<file path="src/rtl/tag_demux_pkg.sv">
// Shared constants, tag-width helper and parameter sanity checks for tag_demux_ddf.
package tag_demux_pkg;

   localparam int unsigned DROP_W = 8;

   function automatic int unsigned tag_w(input int unsigned flux);
      return $clog2(flux);
   endfunction

   function automatic bit params_ok(input int unsigned flux, input int unsigned depth);
      return (flux >= 2) && (depth >= 2) && ((depth & (depth - 1)) == 0);
   endfunction

endpackage

</file>
<file path="src/rtl/tag_fifo.sv">
// Per-flux circular buffer: memory, wrapping pointers and occupancy count.
module tag_fifo
   import tag_demux_pkg::*;
#(
   parameter int unsigned VW    = 7,
   parameter int unsigned DEPTH = 4
) (
   input  logic          ck,
   input  logic          rst,
   input  logic          wr,
   input  logic [VW-1:0] din,
   input  logic          rd,
   output logic [VW-1:0] dout,
   output logic          full,
   output logic          empty
);

   localparam int unsigned AW = $clog2(DEPTH);

   logic [VW-1:0] mem [DEPTH];
   logic [AW-1:0] wptr;
   logic [AW-1:0] rptr;
   logic [AW:0]   cnt;

   assign full  = (cnt == (AW+1)'(DEPTH));
   assign empty = (cnt == '0);
   assign dout  = empty ? '0 : mem[rptr];

   // Storage is deliberately left out of reset; only the bookkeeping clears.
   always_ff @(posedge ck) begin
      if (wr) mem[wptr] <= din;
   end

   always_ff @(posedge ck or negedge rst) begin
      if (!rst) begin
         wptr <= '0;
         rptr <= '0;
         cnt  <= '0;
      end else begin
         if (wr) wptr <= wptr + AW'(1);
         if (rd) rptr <= rptr + AW'(1);
         case ({wr, rd})
            2'b10:   cnt <= cnt + (AW+1)'(1);
            2'b01:   cnt <= cnt - (AW+1)'(1);
            default: ;
         endcase
      end
   end

endmodule

</file>
<file path="src/rtl/tag_demux_ddf.sv">
// Strips the tag from incoming tokens and routes each value into its own flux buffer.
module tag_demux_ddf
   import tag_demux_pkg::*;
#(
   parameter  int unsigned FLUX      = 2,
   parameter  int unsigned WIDTH     = 8,
   parameter  int unsigned DEPTH     = 4,
   localparam int unsigned TAG_WIDTH = tag_w(FLUX),
   localparam int unsigned VW        = WIDTH - TAG_WIDTH
) (
   input  logic                ck,
   input  logic                rst,
   input  logic [WIDTH-1:0]    in0_data,
   input  logic                in0_empty,
   output logic                in0_read,
   output logic [FLUX*VW-1:0]  out_data,
   output logic [FLUX-1:0]     out_wr,
   input  logic [FLUX-1:0]     out_full,
   output logic                err_tag,
   output logic [DROP_W-1:0]   drop_cnt
);

   if (!params_ok(FLUX, DEPTH)) begin : g_bad_params
      $error("tag_demux_ddf: FLUX must be >= 2 and DEPTH a power of 2 >= 2");
   end

   logic [TAG_WIDTH-1:0] tag;
   logic [VW-1:0]        val;
   logic [FLUX-1:0]      sel;
   logic [FLUX-1:0]      full_v;
   logic [FLUX-1:0]      empty_v;
   logic [FLUX-1:0]      wr_v;
   logic                 tag_ok;
   logic                 drop;

   assign tag = in0_data[WIDTH-1 -: TAG_WIDTH];
   assign val = in0_data[VW-1:0];

   // One-hot flux select; all-zero means the tag names no existing flux.
   always_comb begin
      sel = '0;
      for (int unsigned f = 0; f < FLUX; f++) begin
         if (32'(tag) == f) sel[f] = 1'b1;
      end
   end

   assign tag_ok   = |sel;
   assign in0_read = rst && !in0_empty && (!tag_ok || !(|(sel & full_v)));
   assign wr_v     = sel & {FLUX{in0_read}};
   assign out_wr   = ~empty_v & ~out_full;
   assign drop     = in0_read && !tag_ok;

   for (genvar f = 0; f < FLUX; f++) begin : g_flux
      tag_fifo #(
         .VW    (VW),
         .DEPTH (DEPTH)
      ) u_fifo (
         .ck    (ck),
         .rst   (rst),
         .wr    (wr_v[f]),
         .din   (val),
         .rd    (out_wr[f]),
         .dout  (out_data[f*VW +: VW]),
         .full  (full_v[f]),
         .empty (empty_v[f])
      );
   end

   always_ff @(posedge ck or negedge rst) begin
      if (!rst) begin
         err_tag  <= 1'b0;
         drop_cnt <= '0;
      end else if (drop) begin
         err_tag <= 1'b1;
         if (drop_cnt != '1) drop_cnt <= drop_cnt + DROP_W'(1);
      end
   end

endmodule

</file>
<file path="config.mk">
export PLATFORM = sky130hd
export DESIGN_NAME = tag_demux_ddf
export DESIGN_NICKNAME = d
export VERILOG_FILES = /design/src/rtl/tag_demux_pkg.sv /design/src/rtl/tag_fifo.sv /design/src/rtl/tag_demux_ddf.sv
export SDC_FILE = /design/constraint.sdc
export NUM_CORES = 1
export LEC_CHECK = 0
export BUFFER_PORTS_ARGS = -buffer_cell sky130_fd_sc_hd__clkbuf_2
export CAP_MARGIN = 20
export CORE_AREA = 2 2 64 96
export CTS_CLUSTER_SIZE = 30
export DETAILED_ROUTE_END_ITERATION = 16
export DIE_AREA = 0 0 66 98
export GPL_TIMING_DRIVEN = 0
export PLACE_DENSITY_LB_ADDON = 0.3
export SYNTH_ARGS = -nofsm -noshare
export SYNTH_HDL_FRONTEND = slang
export SYNTH_SLANG_ARGS = --single-unit
</file>
<file path="constraint.sdc">
create_clock -name ck -period 2.8 [get_ports ck]
set_input_delay 0 -clock ck [delete_from_list [all_inputs] [get_ports ck]]
set_output_delay 0 -clock ck [all_outputs]
set_load 0.02 [all_outputs]
</file>
# Yosys cells after proc, flatten, opt, wreduce, memory -nomap -nowiden
# Memories as Yosys holds them, arrays and structs flattened.
# Index checks and enable logic that the tools add are counted.
[word_totals]
memories = 2
output_inout_bits = 26
in_bits = 13
wordCells = 55
mem_bits_rw = 56
register_bits = 23
[op_classes]
mux = 10
n_bitwise = 5
n_eq_ne = 7
add_sub_neg = 9
n_reduce_logical = 14
[mem_list]
columns = ["name", "depth", "width", "read_ports", "rd_clocked_by_memory_dff", "write_ports", "line", "text"]
rows = [
  ["g_flux[0].u_fifo.mem", 4, 7, 1, 0, 1, "tag_fifo.sv:20", "logic [VW-1:0] mem [DEPTH];"],
  ["g_flux[1].u_fifo.mem", 4, 7, 1, 0, 1, "tag_fifo.sv:20", ""],
]
[op_table]
columns = ["operator", "n"]
rows = [
  ["$mux 7", 2],
  ["$pmux 3 s2", 2],
  ["$add 2x1->2 const B", 4],
  ["$add 8x1->8 const B", 1],
  ["$ne 8x8->1 const B", 1],
  ["$add 3x1->3 const B", 2],
  ["$and 2x2->2", 3],
  ["$eq 3x3->1 const B", 2],
  ["$logic_not 3->1", 2],
  ["$mux 1", 6],
  ["$sub 3x1->3 const B", 2],
  ["$eq 2x1->1 const B", 2],
  ["$eq 2x2->1 const B", 2],
  ["$not 2->2", 2],
  ["$reduce_bool 2->1", 2],
  ["$reduce_or 2->1", 2],
  ["$logic_and 1x1->1", 3],
  ["$logic_not 1->1", 3],
  ["$reduce_and 2->1", 1],
  ["$logic_or 1x1->1", 1],
]

# Logic depth before layout (Yosys ltp)
[depth]
ltp_word = 9
mapped_depth = 9
ltp_nobuf = 9

# By module
# From an unflattened synthesis, not the netlist that was laid out.
[hier_totals]
cells_unflattened = 178
area_unflattened_um2 = 3037.9
[modules_own_cells]
columns = ["module", "area_per_inst_um2", "cells_each", "instances"]
rows = [
  ["tag_fifo (g_flux[1].u_fifo)", 1458.9, 80, 1],
  ["tag_fifo (g_flux[0].u_fifo)", 1457.6, 81, 1],
  ["tag_demux_ddf", 121.4, 17, 1],
]

# Worst setup path after synthesis
# Ideal clock, no wire load.
[synth_timing]
path_type = "register to register"
from = "reg g_flux[0].u_fifo.cnt[0]"
to = "reg g_flux[0].u_fifo.cnt[2]"
setup_slack_ps = 863
stages_incl_launch_ff = 9
setup_ps = 127
t_arrival_ps = 1811
path_buffers = 0
t_required_ps = 2673
path_cell_list = "dfrtp_1 > nor3_1 > nor2_1 > ha_1 > inv_1 > fa_1 > xor2_1 > nor2_1 > xor2_1"
[synth_rtl]
columns = ["element", "line", "text"]
rows = [
  ["from (decl)", "tag_fifo.sv:23", "logic [AW:0] cnt;"],
  ["from (signal assigned)", "tag_fifo.sv:43", "2'b10: cnt <= cnt + (AW+1)'(1);"],
  ["from (signal assigned)", "tag_fifo.sv:44", "2'b01: cnt <= cnt - (AW+1)'(1);"],
  ["$logic_not 3->1 *", "tag_fifo.sv:26", "assign empty = (cnt == '0);"],
  ["$not 2->2 *", "tag_demux_ddf.sv:50", "assign out_wr = ~empty_v & ~out_full;"],
  ["$and 2x2->2 *", "tag_demux_ddf.sv:50", ""],
  ["net g_flux[0].u_fifo.rd", "tag_fifo.sv:12", "input logic rd,"],
  ["$eq 2x1->1 / $eq 2x2->1 (equally long branches)", "tag_fifo.sv:42", "case ({wr, rd})"],
  ["$pmux 3 s2 / $reduce_bool 2->1 (equally long branches)", "n/a", ""],
]
# The timed path passes the listed nets; every way through them passes the cells marked *.
# A chain may end at the register's enable or synchronous reset.

# Worst setup path after layout
[layout_timing]
from = "reg g_flux[1].u_fifo.cnt[0]"
to = "reg g_flux[1].u_fifo.cnt[2]"
[layout_rtl]
columns = ["element", "line"]
rows = [
  ["from (decl)", "tag_fifo.sv:23"],
  ["from (signal assigned)", "tag_fifo.sv:43"],
  ["from (signal assigned)", "tag_fifo.sv:44"],
  ["$logic_not 3->1 *", "tag_fifo.sv:26"],
  ["$not 2->2 *", "tag_demux_ddf.sv:50"],
  ["$and 2x2->2 *", "tag_demux_ddf.sv:50"],
  ["net g_flux[1].u_fifo.rd", "tag_fifo.sv:12"],
  ["$eq 2x1->1 / $eq 2x2->1 (equally long branches)", "tag_fifo.sv:42"],
  ["$pmux 3 s2 / $reduce_bool 2->1 (equally long branches)", "n/a"],
]
# Marked as above.

==> metrics.yaml <==
p_leak_uw: 0.00145
holdCritStartpoint: "in0_data[7]"
cts.sink_count: 70
final_layout_size_suffix_gt1_share_pct: 31.7
fin_crit_sh_pct: 87.0
hold_violations: 0
max-cap-violations: 0
clockBufferDepth: 2
clk_pin_slew_ns: 0.07
cellPowerDensity_mw_per_mm2: 952
antenna_found_initial: 0
die_y_um: 98
fillers: 439
clkLatencyLatePin_ns: 0.33
ant_nets: 0
n_antenna_cell: 0
cts_made_buffers: 9
worstSetupPathType: "register to register"
grt_overflow: 0
r2r_cells: 8
path_delay_family: "simple AND/OR/NAND/NOR gates"
clock_skew_ns: 0.00378
crit_required_ns: 3.02
r2r_slack_ns: 0.36
path_buf_inv: 1
yosys.area.top_type: "edfxtp_1"
htreeDepth: 3
whs_ns: 0.0370
syn-cell-area_mm2: 0.00309
fmax_mhz: 410
layout.nets: 260
wl_per_cell_um: 14.6
start_util_pct: 54.2
cts_tree: "done"
fp.coreArea_mm2: 0.00570
grt_usage_pct: 16.7
synthCells: 177
max-vdd-ir-drop_v: 0.000748
r2r_end: "g_flux[1].u_fifo.cnt[2]$_DFFE_PN0P_"
routed_wl_um: 4540
slowest_delay_ns: 0.79
final_common_cell: "edfxtp_1"
syn_area_per_cell_um2: 17.5
grt_pass1_wl_um: 7640
yosysWarnings: 0
cp-end-kind: "register"
vias: 1544
gp_congestion: 0.720
port_buffers: 29
min_path_type: "primary input to register"
seq_area_frac_synth_pct: 65.8
dp_hpwl_um: 3230
drc_errors: 0
chipWidth_um: 66
tightest_slew_ns: 0.968
maxSlewViolCount: 0
synth_area_leaders: "edfxtp_1 (54%), dfrtp_1 (11%), mux4_2 (10%)"
yosysTopAreaCellShare_pct: 54.4
hold_path_end: "g_flux[0].u_fifo.wptr[0]$_DFFE_PN0P_"
design.die.area_mm2: 0.00647
setup_viol: 0
rr_startpoint: "g_flux[1].u_fifo.cnt[0]$_DFFE_PN0P_"
yosysUniqueCellTypes: 24
path_cells: "nor3_1 -> nor2_1 -> ha_1 -> inv_1 -> fa_1 -> xor2_1 -> nor2_1 -> xor2_1"
synthToLayoutAreaGrowth_pct: 19.0
avgViaCountPerCell: 4.95
tns_ns: 0
fp-row-count: 34
grt_pass1_vias: 1561
arrival_ns: 2.66
grt_start_max_net_pins: 16
status: "finished clean"
slowest_stage: "nor3_1"
cp_max_fo: 9
drtIter0Drc: 38
synth-seq-cells: 70
cp-start-kind: "register"
dr.pass1.iters: 4
rsz0062_at_grt: "false"
max_slew_margin_pct: 35.0
layout_common_cells: "edfxtp_1 (56), clkbuf_2 (29), mux4_2 (14), and2b_1 (14), dfrtp_1 (14)"
ios: 39
period_needed_ns: 2.44
root_buffer: "clkbuf_8"
whs_path_depth: 3
post_cts_buffers: 0
[final cells by class]
| type | instances | area, µm² | share of cell area, % |
|---|---|---|---|
| flip-flops and latches | 70 | 2030 | 55.3 |
| repair buffers | 39 | 245 | 6.67 |
| clock buffers | 10 | 128 | 3.47 |
| well taps | 72 | 90.1 | 2.45 |
| clock inverters | 6 | 93.8 | 2.55 |
| plain buffers | 15 | 100 | 2.72 |
| inverters | 13 | 48.8 | 1.33 |
| multi-input cells | 87 | 938 | 25.5 |
[metrics by stage]
step / setup WS, ns / cell area, µm² / total power (µW) / util (%) / instances
2_1_floorplan: 0.863 / 3120 / 2350 / - / 185
3_3_place_gp: 0.312 / 3350 / 2640 / 58.8 / 286
3_5_place_dp: 0.322 / 3350 / 2660 / 58.8 / 286
4_1_cts: 0.311 / 3680 / 3560 / 64.5 / 312
5_1_grt: 0.0652 / 3680 / 3720 / 64.5 / 312
6_report: 0.364 / 3680 / 3500 / 64.5 / 312
[where the power goes]
part | switching (µW) | internal (µW) | total, µW
registers | 96.9 | 1280 | 1380
clock network | 369 | 509 | 878
logic | 670 | 571 | 1240
total | 1140 | 2360 | 3500
[per-layer routing]
metal | routed length (µm) | part of all wire, % | vias to the layer above | global-route usage, %
met5 | 0 | 0 | - | 0
met4 | 72 | 1.6 | 0 | 9.42
met3 | 187 | 4.1 | 7 | 4.38
met2 | 2530 | 56 | 30 | 27.4
met1 | 1750 | 39 | 770 | 19.6
li1 | - | - | 737 | -
[worst register-to-register path: stages, from the launching register on]
cell,delay (ns)
dfrtp_1,0.42
nor3_1,0.79
nor2_1,0.22
ha_1,0.30
inv_1,0.07
fa_1,0.17
xor2_1,0.14
nor2_1,0.07
xor2_1,0.14
[kinds of logic after synthesis]
family / Yosys count / share of synthesized area, %
flip-flops: 70 / 65.8
AND/OR/NAND/NOR: 33 / 7.17
buffers and inverters: 28 / 4.82
multiplexers: 18 / 11.6
adder cells (fa/ha/maj): 12 / 5.35
XOR/XNOR: 12 / 3.40
AO/OA/AOI/OAI: 3 / 1.78
other: 1 / 0.121
[cells in the mapped netlist]
library cell   n
mux2i_1        2
nor2_1         5
xor2_1         8
buf_4         11
inv_1         13
mux4_2        14
and2_1         8
buf_2          2
a311oi_1       1
mux2_2         2
xnor2_1        4
edfxtp_1      56
fa_1           2
nand2b_4       1
nor3_1         2
clkbuf_1       2
a311oi_4       1
dfrtp_1       14
and2b_1       14
conb_1         1
ha_1          10
a211oi_4       1
nor3b_1        2
nor4b_1        1
[timing repair]
item	4_1_cts	5_1_grt
gates resized for setup	0	0
endpoints found under the hold margin	73	0
hold buffers	10	0
[worst max-delay path by stage]
stage	startpoint	endpoint	slack (ns)	cells past startpoint
after global routing	g_flux[1].u_fifo.cnt[2]$_DFFE_PN0P_	g_flux[1].u_fifo.cnt[2]$_DFFE_PN0P_	0.07	8
after CTS	g_flux[0].u_fifo.cnt[0]$_DFFE_PN0P_	g_flux[0].u_fifo.cnt[2]$_DFFE_PN0P_	0.31	8
final	g_flux[1].u_fifo.cnt[0]$_DFFE_PN0P_	g_flux[1].u_fifo.cnt[2]$_DFFE_PN0P_	0.36	8
after detailed placement	g_flux[0].u_fifo.cnt[0]$_DFFE_PN0P_	g_flux[0].u_fifo.cnt[2]$_DFFE_PN0P_	0.32	8
after floorplan	g_flux[0].u_fifo.cnt[0]$_DFFE_PN0P_	g_flux[0].u_fifo.cnt[2]$_DFFE_PN0P_	0.86	8
after global placement	g_flux[1].u_fifo.cnt[0]$_DFFE_PN0P_	g_flux[1].u_fifo.cnt[2]$_DFFE_PN0P_	0.31	8
[sequential cells by signal, summed over array words and instances, names as in the netlist]
name / count
g_flux.u_fifo.mem: 56
g_flux.u_fifo.cnt: 6
g_flux.u_fifo.rptr: 4
g_flux.u_fifo.wptr: 4
(Power assumes the default switching activity.)
